`src/rtl/aximm_chk_wdog.sv`:
```
// aximm_chk_wdog: idle-cycle watchdog, expired once TIMEOUT-1 empty cycles have been counted
module aximm_chk_wdog #(
   parameter int TIMEOUT = 1024
) (
   input  logic clk,
   input  logic rst,
   input  logic clr,
   input  logic cnt_en,
   output logic expired
);
   localparam int W = $clog2(TIMEOUT);
   logic [W-1:0] cnt_q, cnt_d;
   always_comb cnt_d = clr ? '0 : cnt_en ? cnt_q + W'(1) : cnt_q;
   always_ff @(posedge clk) cnt_q <= rst ? '0 : cnt_d;
   assign expired = cnt_q == W'(TIMEOUT - 1);
endmodule

```
`config.mk`:
```
export PLATFORM = sky130hd
export DESIGN_NAME = aximm_chk_wdog
export DESIGN_NICKNAME = d
export VERILOG_FILES = /design/src/rtl/aximm_chk_wdog.sv
export SDC_FILE = /design/constraint.sdc
export NUM_CORES = 1
export LEC_CHECK = 0
export BUFFER_PORTS_ARGS = -buffer_cell sky130_fd_sc_hd__buf_2
export CAP_MARGIN = 20
export CORE_AREA = 2 2 39 41
export DETAILED_ROUTE_END_ITERATION = 6
export DIE_AREA = 0 0 41 43
export GPL_ROUTABILITY_DRIVEN = 0
export SLEW_MARGIN = 20
export SYNTH_ARGS = -nofsm -noshare
export SYNTH_HDL_FRONTEND = slang
export SYNTH_SLANG_ARGS = --single-unit
```
`constraint.sdc`:
```
create_clock -name clk -period 3.52 [get_ports clk]
set_input_delay 0 -clock clk [delete_from_list [all_inputs] [get_ports clk]]
set_output_delay 0 -clock clk [all_outputs]
set_load 0.05 [all_outputs]
```
**Word-level counts from Yosys, hierarchy flattened**

Cells that the tools add are included.

- Bits of input ports: 4
- Logic and storage cells: 4
- Output and inout bits: 1
- Flip-flop bits (word level): 10

- Reduce and logical (&&, ||, !) cells: 1
- $add $sub $neg: 1
- Equality and inequality tests: 1

Operators by type and width:

| cell | count |
|---|---|
| 10-bit by 1-bit adder with 10-bit output (second input constant) | 1 |
| 10-bit == test (second input constant) | 1 |
| 2-bit OR reduction | 1 |

**Longest topological paths before layout**

Gate-level depths: netlist (run 1).

- Word-level depth: 1
- Depth in mapped cells: 4
- Depth with buffers taken out: 4

**Least setup slack after synthesis (run 1)**

Ideal clock, no wire load.

- Path type: register -> output
- Start: reg cnt_q[0]
- End: out expired
- Arrival time: 1757 ps
- Path slack: 1763 ps
- Data required time: 3520 ps
- Path buffers: 0
- Stages on the path, launching flop included: 4
- Path through: dfxtp_1 ha_1 nand3_1 nor3_1

- Longest elaborated chain between the ends: 1

RTL lines:

| element | line | RTL |
|---|---|---|
| start, declared | 12 | `logic [W-1:0] cnt_q, cnt_d;` |
| start signal, assigned | 14 | `always_ff @(posedge clk) cnt_q <= rst ? '0 : cnt_d;` |
| 10-bit == test | 15 | `assign expired = cnt_q == W'(TIMEOUT - 1);` |
| end, declared | 9 | `output logic expired` |

Every way passes these cells.

**Final worst setup path (run 1)**

- Start: reg cnt_q[0]
- End: reg cnt_q[8]

- Longest elaborated chain between the ends: 1

RTL lines:

| element | line | RTL |
|---|---|---|
| 10-bit by 1-bit adder with 10-bit output | 13 | `always_comb cnt_d = clr ? '0 : cnt_en ? cnt_q + W'(1) : cnt_q;` |

Every way passes these cells.
A chain may end at the register's enable or synchronous reset.

==> results of run 1 <==
==> worst max-delay path, delay by kind of cell (launching register included) <==
family	cells	cell delay [ns]
flip-flops	1	0.42
adder cells (fa/ha/maj)	1	0.27
AO/OA/AOI/OAI	1	0.15
AND/OR/NAND/NOR	2	0.62
==> placed cells by master (no fill, tap or decap), drive strengths merged <==
master	Yosys	layout
nand2	3	3
nand4	4	4
xor2	3	3
buf	1	4
ha	1	1
o31ai	1	1
dfxtp	10	10
clkbuf	1	4
nor3	1	1
or2	1	1
or3	3	3
nor2	5	5
a21oi	5	5
mux2i	1	1
nand3	3	3
xnor2	1	1
o21ai	4	4
or4	1	1
or4b	1	1
==> worst max-delay path by stage <==
stage                          start                    end  cells after the start
2_1_floorplan  cnt_q[0]$_SDFFE_PP0P_                expired                      3
3_3_place_gp   cnt_q[0]$_SDFFE_PP0P_  cnt_q[8]$_SDFFE_PP0P_                      4
3_5_place_dp   cnt_q[0]$_SDFFE_PP0P_  cnt_q[8]$_SDFFE_PP0P_                      4
4_1_cts        cnt_q[0]$_SDFFE_PP0P_  cnt_q[8]$_SDFFE_PP0P_                      4
5_1_grt        cnt_q[0]$_SDFFE_PP0P_  cnt_q[8]$_SDFFE_PP0P_                      4
6_report       cnt_q[0]$_SDFFE_PP0P_  cnt_q[8]$_SDFFE_PP0P_                      4
==> cell type report <==
type | instances | area share (%)
clock buffer | 4 | 6.89
multi-input combinational | 38 | 47.5
sequential | 10 | 38.0
tap | 16 | 3.80
timing repair buffer | 4 | 3.80
==> kinds of logic after synthesis <==
family	count (synthesis)	share of synthesized area, %
buffers and inverters	2	1.91
muxes	1	2.18
xor gates and xnor gates	4	7.63
AOI/OAI and AO/OA	10	11.4
adders and majority gates	1	2.72
and+or+nand+nor	22	30.5
DFF	10	43.6
==> metal layers <==
metal  routed length, microns  GRT usage [%]  up-vias
met5                        0              0        -
met4                       28           10.0        0
met3                       20           3.14        4
met2                      418           18.4        5
li1                         -              -      196
met1                      364           13.4      175
==> power groups by stage <==
stage / clock network [uW] / registers [uW] / logic [uW]
3_3_place_gp: 0 / 118 / 7.57
4_1_cts: 107 / 115 / 7.63
3_5_place_dp: 0 / 118 / 7.52
5_1_grt: 112 / 115 / 8.40
2_1_floorplan: 0 / 117 / 5.82
6_report: 105 / 115 / 7.50
==> through the flow <==
step                      instance area [sq um]  utilization (%)  power, uW  worst slack (ns)  hold slack [ns]
after floorplan                             459                -        123              1.76            0.337
after global placement                      490             35.4        125              2.10            0.377
after detailed placement                    490             35.4        125              2.04            0.367
after CTS                                   527             38.1        230              1.99           0.0987
after global routing                        527             38.1        235              1.91            0.119
final                                       527             38.1        227              1.99           0.0931
==> synth_stat cells <==
master    instances
a21oi_1           5
buf_2             1
clkbuf_1          1
dfxtp_1          10
ha_1              1
mux2i_1           1
nand2_1           3
nand3_1           3
nand4_1           2
nand4_2           1
nand4_4           1
nor2_1            5
nor3_1            1
o21ai_0           4
o31ai_1           1
or2_2             1
or3_1             2
or3_2             1
or4_1             1
or4b_1            1
xnor2_1           1
xor2_1            3
==> metrics.md, run 1 <==
| Metric | Value |
|---|---|
| Clock share of power | `46.1%` |
| Netlist Area Pre-Place | `459 sq um` |
| Mean Syn Cell Area | `about 9.2 sq um` |
| Slew Limit Headroom | `around four fifths` |
| Max stage delay on crit path | `approximately 0.48 ns` |
| Vias in the first global route | `360` |
| CP Capture Type | `register` |
| Initial antenna violation count | `0` |
| Hold Path End | `cnt_q[0]$_SDFFE_PP0P_` |
| Psw | `47.2 uW` |
| Seq cells post-synth | `10` |
| H-tree level count | `1` |
| ANT cells | `0` |
| Synth top area share | `between 40 and 50%` |
| Top Registers | `cnt_q (10)` |
| Iteration-0 DRC Markers | `3` |
| Initial Utilization | `~33%` |
| Die ar. | `between 0.0015 and 0.002 sq mm` |
| Layout Cells excl Fill | `between 70 and 80` |
| Period minus WS final | `~1.5 ns` |
| Post-CTS setup buffer count | `0` |
| DIE HEIGHT | `roughly 43 microns` |
| Drt pass-1 iters | `2` |
| Logic gate share of total power | `about 3.3%` |
| Worst Reg2Reg Path Length in Cells | `4` |
| Slew @ Worst Pin | `~0.28 ns` |
| Seq/Total Area, Yosys | `between 40% and 50%` |
| First-pass GRT wire length | `1.44 mm` |
| Register area | `approximately 200 sq um` |
| CTS tree | `done` |
| CTS resizes | `0` |
| Peak supply drop | `between 0.0001 and 0.00015 V` |
| Critical-path cell list | `ha_1 -> nand3_1 -> or4b_1 -> a21oi_1` |
| Pwr per Cell Area | `431 mW/mm^2` |
| MaxCap Viol Count | `0` |
| Synth area leader | `dfxtp_1` |
| Via count | `380` |
| R2R Path Start | `cnt_q[0]$_SDFFE_PP0P_` |
| Vias per cell | `around 5.3` |
| Clk Latency, worst-skew pair | `roughly 0.27 ns` |
| Reg power frac | `50.6%` |
| Slew Viols, Final | `0` |
| Clock Skew | `about 0.0053 ns` |
| Area added between synthesis and finish | `14.7%` |
| Static leakage | `0.000183 uW` |
| Flop-to-flop setup slack | `1.99 ns` |
| Number of flip-flops in the largest register | `10` |
| Core ar. | `0.00138 sq mm` |
| Synth unique cells | `22` |
| Multi-input logic area | `approximately 250 sq um` |
| Ports | `5` |
| Min-Delay Startpoint | `cnt_en` |
| WS Path Type | `reg -> reg` |
| Crit path DAT | `1.73 ns` |
| Gr ovfl total | `0` |
| Post-Syn Nets | `55` |
| Die width | `41 microns` |
| Post-DP HPWL | `between 500 and 600 microns` |
| Clk slew on worst S/H paths | `0.07 ns` |
| Root Buffer | `clkbuf_4` |
| CP max stage cell | `or4b_1` |
| Fillers | `between 100 and 150` |
| Hold Fails Final Rpt | `0` |
| Deepest clock path buffer count | `2` |
| Clock net sink count | `10` |
| DR WL/cell | `11.6 microns` |
| Top cells by area, synth | `dfxtp_1 (44%), xor2_1 (5.7%), a21oi_1 (5.4%)` |
| Reg2Reg Capture Point | `cnt_q[8]$_SDFFE_PP0P_` |
| Largest Register | `cnt_q` |
| Warnings, synthesis | `0` |
| Final ANT Viol Nets | `0` |
| Layout cells sized above 1 | `between 20 and 25%` |
| All-Layer GR Usage | `roughly an eighth` |
| Outcome | `finished, final reports clean` |
| Num CTS Buffers | `3` |
| Setup tns final | `0 ns` |
| Critical Path RT | `between 3 and 4 ns` |
| Sw Ratio | `between 20% and 30%` |
| Placed insts | `slightly below 70` |
| Final setup viols | `0` |
| Hold Crit Class | `in -> reg` |
| Pint | `180 uW` |
| Nets | `62` |
| Hold path cells | `3` |
| Fmax | `between 0.6 and 0.7 GHz` |
| CP startpoint kind | `register` |
| Cts hold-fix bufs | `0` |
| Final worst path period share | `between 40% and 50%` |
| Peak fanout along the critical path | `5` |
| Pin count of the biggest net entering global routing | `11` |
| Number of core rows | `14` |
| RSZ-0062 raised after global routing | `false` |
| DR DRC count | `0` |
| Syn Inst Count | `50` |
| Total wire length | `between 800 and 900 microns` |
| Port bufs | `4` |
Note: power is estimated with default switching activity, not from simulation.
==> inputs of run 2 (changes only) <==
==> constraint.sdc (replaced) <==
create_clock -name clk -period 1.4 [get_ports clk]
set_input_delay 0 -clock clk [delete_from_list [all_inputs] [get_ports clk]]
set_output_delay 0 -clock clk [all_outputs]
set_load 0.05 [all_outputs]
==> run 2 against run 1 <==
  * Count of clock-buffer cells in the layout is the same
  * Combinational power grew to 3.1 times the previous value
  * Register-to-register slack lost 1.9 ns
  * Hold slack lost 0.0041 ns
  * Largest cell class unchanged
  * Global-route usage shrank 0.37 points
  * Critical path depth is the same
  * Clock skew shrank 0.0018 ns
==> metrics.md, run 2 (same netlist as run 1, synthesis figures left out) <==
| Metric | Value |
|---|---|
| Outcome | `finished, final reports clean` |
| Hold Fails Final Rpt | `0 (unchanged)` |
| First-pass GRT wire length | `1.30 mm (-9.6%)` |
| Drt pass-1 iters | `2 (unchanged)` |
| Min-Delay Startpoint | `cnt_en` |
| Initial antenna violation count | `0 (unchanged)` |
| RSZ-0062 raised after global routing | `true` |
| Hold Crit Class | `in -> reg` |
| Deepest clock path buffer count | `2 (unchanged)` |
| Nets | `68 (+9.7%)` |
| Ports | `5 (unchanged)` |
| Highest-count cells in the layout ignoring fill and taps | `dfxtp_1 (10), buf_4 (7), a21oi_1 (5), nor2_1 (5), o21ai_0 (4)` |
| Delay-heaviest family, CP | `simple AND/OR/NAND/NOR gates` |
| Final setup viols | `0 (unchanged)` |
| Total wire length | `811 microns (-2.5%)` |
| All-Layer GR Usage | `11.8% (-0.37 points)` |
| Static leakage | `0.000222 uW (+22%)` |
| R2R Path Start | `cnt_q[0]$_SDFFE_PP0P_` |
| Crit path DAT | `1.54 ns (-0.19 ns)` |
| Peak fanout along the critical path | `3 (-2)` |
| Iteration-0 DRC Markers | `6 (+3)` |
| WS Path Type | `reg -> reg` |
| Vias per cell | `4.92 (-6.7%)` |
| Dpl ws | `0.0821 ns (-1.96 ns)` |
| Most common cell after layout, fill and taps aside | `dfxtp_1` |
| Die ar. | `0.00176 sq mm (unchanged)` |
| Slew Viols, Final | `0 (unchanged)` |
| Number of core rows | `14 (unchanged)` |
| ANT cells | `0 (unchanged)` |
| Num CTS Buffers | `3 (unchanged)` |
| Clock net sink count | `10 (unchanged)` |
| Clock Skew | `0.00346 ns (-0.00185 ns)` |
| Crit path from | `cnt_q[0]$_SDFFE_PP0P_` |
| Total Power | `576 uW (+150%)` |
| Worst Path Buf+Inv | `0 (unchanged)` |
| Placed Area | `541 sq um (+10%)` |
| Port bufs | `4 (unchanged)` |
| Max stage delay on crit path | `0.48 ns (about the same)` |
| Top Registers | `cnt_q (10)` |
| Critical-path cell list | `ha_1 -> nand3_1 -> or4b_1 -> a21oi_1` |
| Pin count of the biggest net entering global routing | `11 (unchanged)` |
| Slew Limit Headroom | `86.3% (+5.1 points)` |
| Setup tns final | `0 ns (unchanged)` |
| H-tree level count | `1 (unchanged)` |
| CP startpoint kind | `register` |
| Core ar. | `0.00138 sq mm (unchanged)` |
| CP max stage cell | `or4b_1` |
| Clk Latency, worst-skew pair | `0.27 ns (about the same)` |
| Layout cells sized above 1 | `30.6% (+9.2 points)` |
| Clk slew on worst S/H paths | `0.07 ns (about the same)` |
| Slew @ Worst Pin | `0.205 ns (-0.0766 ns)` |
| DIE HEIGHT | `43 microns (unchanged)` |
| Pwr per Cell Area | `980 mW/mm^2 (+130%)` |
| Vias in the first global route | `323 (-10%)` |
| Final ANT Viol Nets | `0 (unchanged)` |
| Critical Path RT | `1.61 ns (-2.11 ns)` |
| Die width | `41 microns (unchanged)` |
| Largest Register | `cnt_q` |
| Post-DP HPWL | `621 microns (+5.8%)` |
| Fmax | `0.753 GHz (+15%)` |
| Hold slack final | `0.0891 ns (-0.00407 ns)` |
| Cts hold-fix bufs | `0 (unchanged)` |
| Via count | `384 (+1.1%)` |
| CP Capture Type | `register` |
| Number of flip-flops in the largest register | `10 (unchanged)` |
| Post-route cell area | `588 sq um (+12%)` |
| Root Buffer | `clkbuf_4` |
| CTS tree | `done` |
| DR WL/cell | `10.4 microns (-10%)` |
| Final worst path period share | `94.9% (+51 points)` |
| Area added between synthesis and finish | `28.1%` |
| Period minus WS final | `1.33 ns (-0.199 ns)` |
| DR DRC count | `0 (unchanged)` |
| MaxCap Viol Count | `0 (unchanged)` |
| Gr ovfl total | `0 (unchanged)` |
| Peak supply drop | `0.000449 V (+280%)` |
| Worst setup margin | `0.0717 ns (-1.92 ns)` |
| Initial Utilization | `33.2% (unchanged)` |
[run 2: cell type report]
| cell class | count | area (sq um) |
|---|---|---|
| fill | 144 | 796 |
| multi-input combinational | 38 | 264 |
| sequential | 10 | 200 |
| timing repair buffer | 10 | 67.6 |
| clock buffer | 4 | 36.3 |
| tap | 16 | 20.0 |
[run 2: power by group]
group,internal [uW],switching (uW)
Combinational,10.7,12.5
Sequential,286,1.31
Clock,158,107
Total,455,121
[run 2: layer usage]
metal | part of all wire (%) | GRT usage, %
met5 | 0 | 0
met1 | 49 | 13.5
met3 | 2.3 | 3.14
met2 | 44 | 15.3
met4 | 4.7 | 14.0
[run 2: worst paths after layout]
kind	to	slack [ns]	cells past startpoint
worst min-delay path	cnt_q[0]$_SDFFE_PP0P_	0.09	3
worst max-delay path	cnt_q[8]$_SDFFE_PP0P_	0.07	4
worst min register to register	cnt_q[9]$_SDFFE_PP0P_	0.49	2
worst max register to register	cnt_q[8]$_SDFFE_PP0P_	0.07	4
[run 2: worst min-delay path, cell delays in order]
cell and delay (ns):
buf_2 0.17, xnor2_1 0.08, nor2_1 0.07
[run 2: per-stage QoR]
stage	util, %	instances
floorplan	-	50
global placement	39.1	74
detailed placement	39.1	74
CTS	41.7	78
global route	42.5	78
finish	42.5	78
[run 2: timing repair]
item | 4_1_cts | 5_1_grt
hold endpoints to repair | 0 | 0
gates resized for setup | 0 | 3
setup buffers | 0 | 0
setup endpoints to repair | 0 | 3
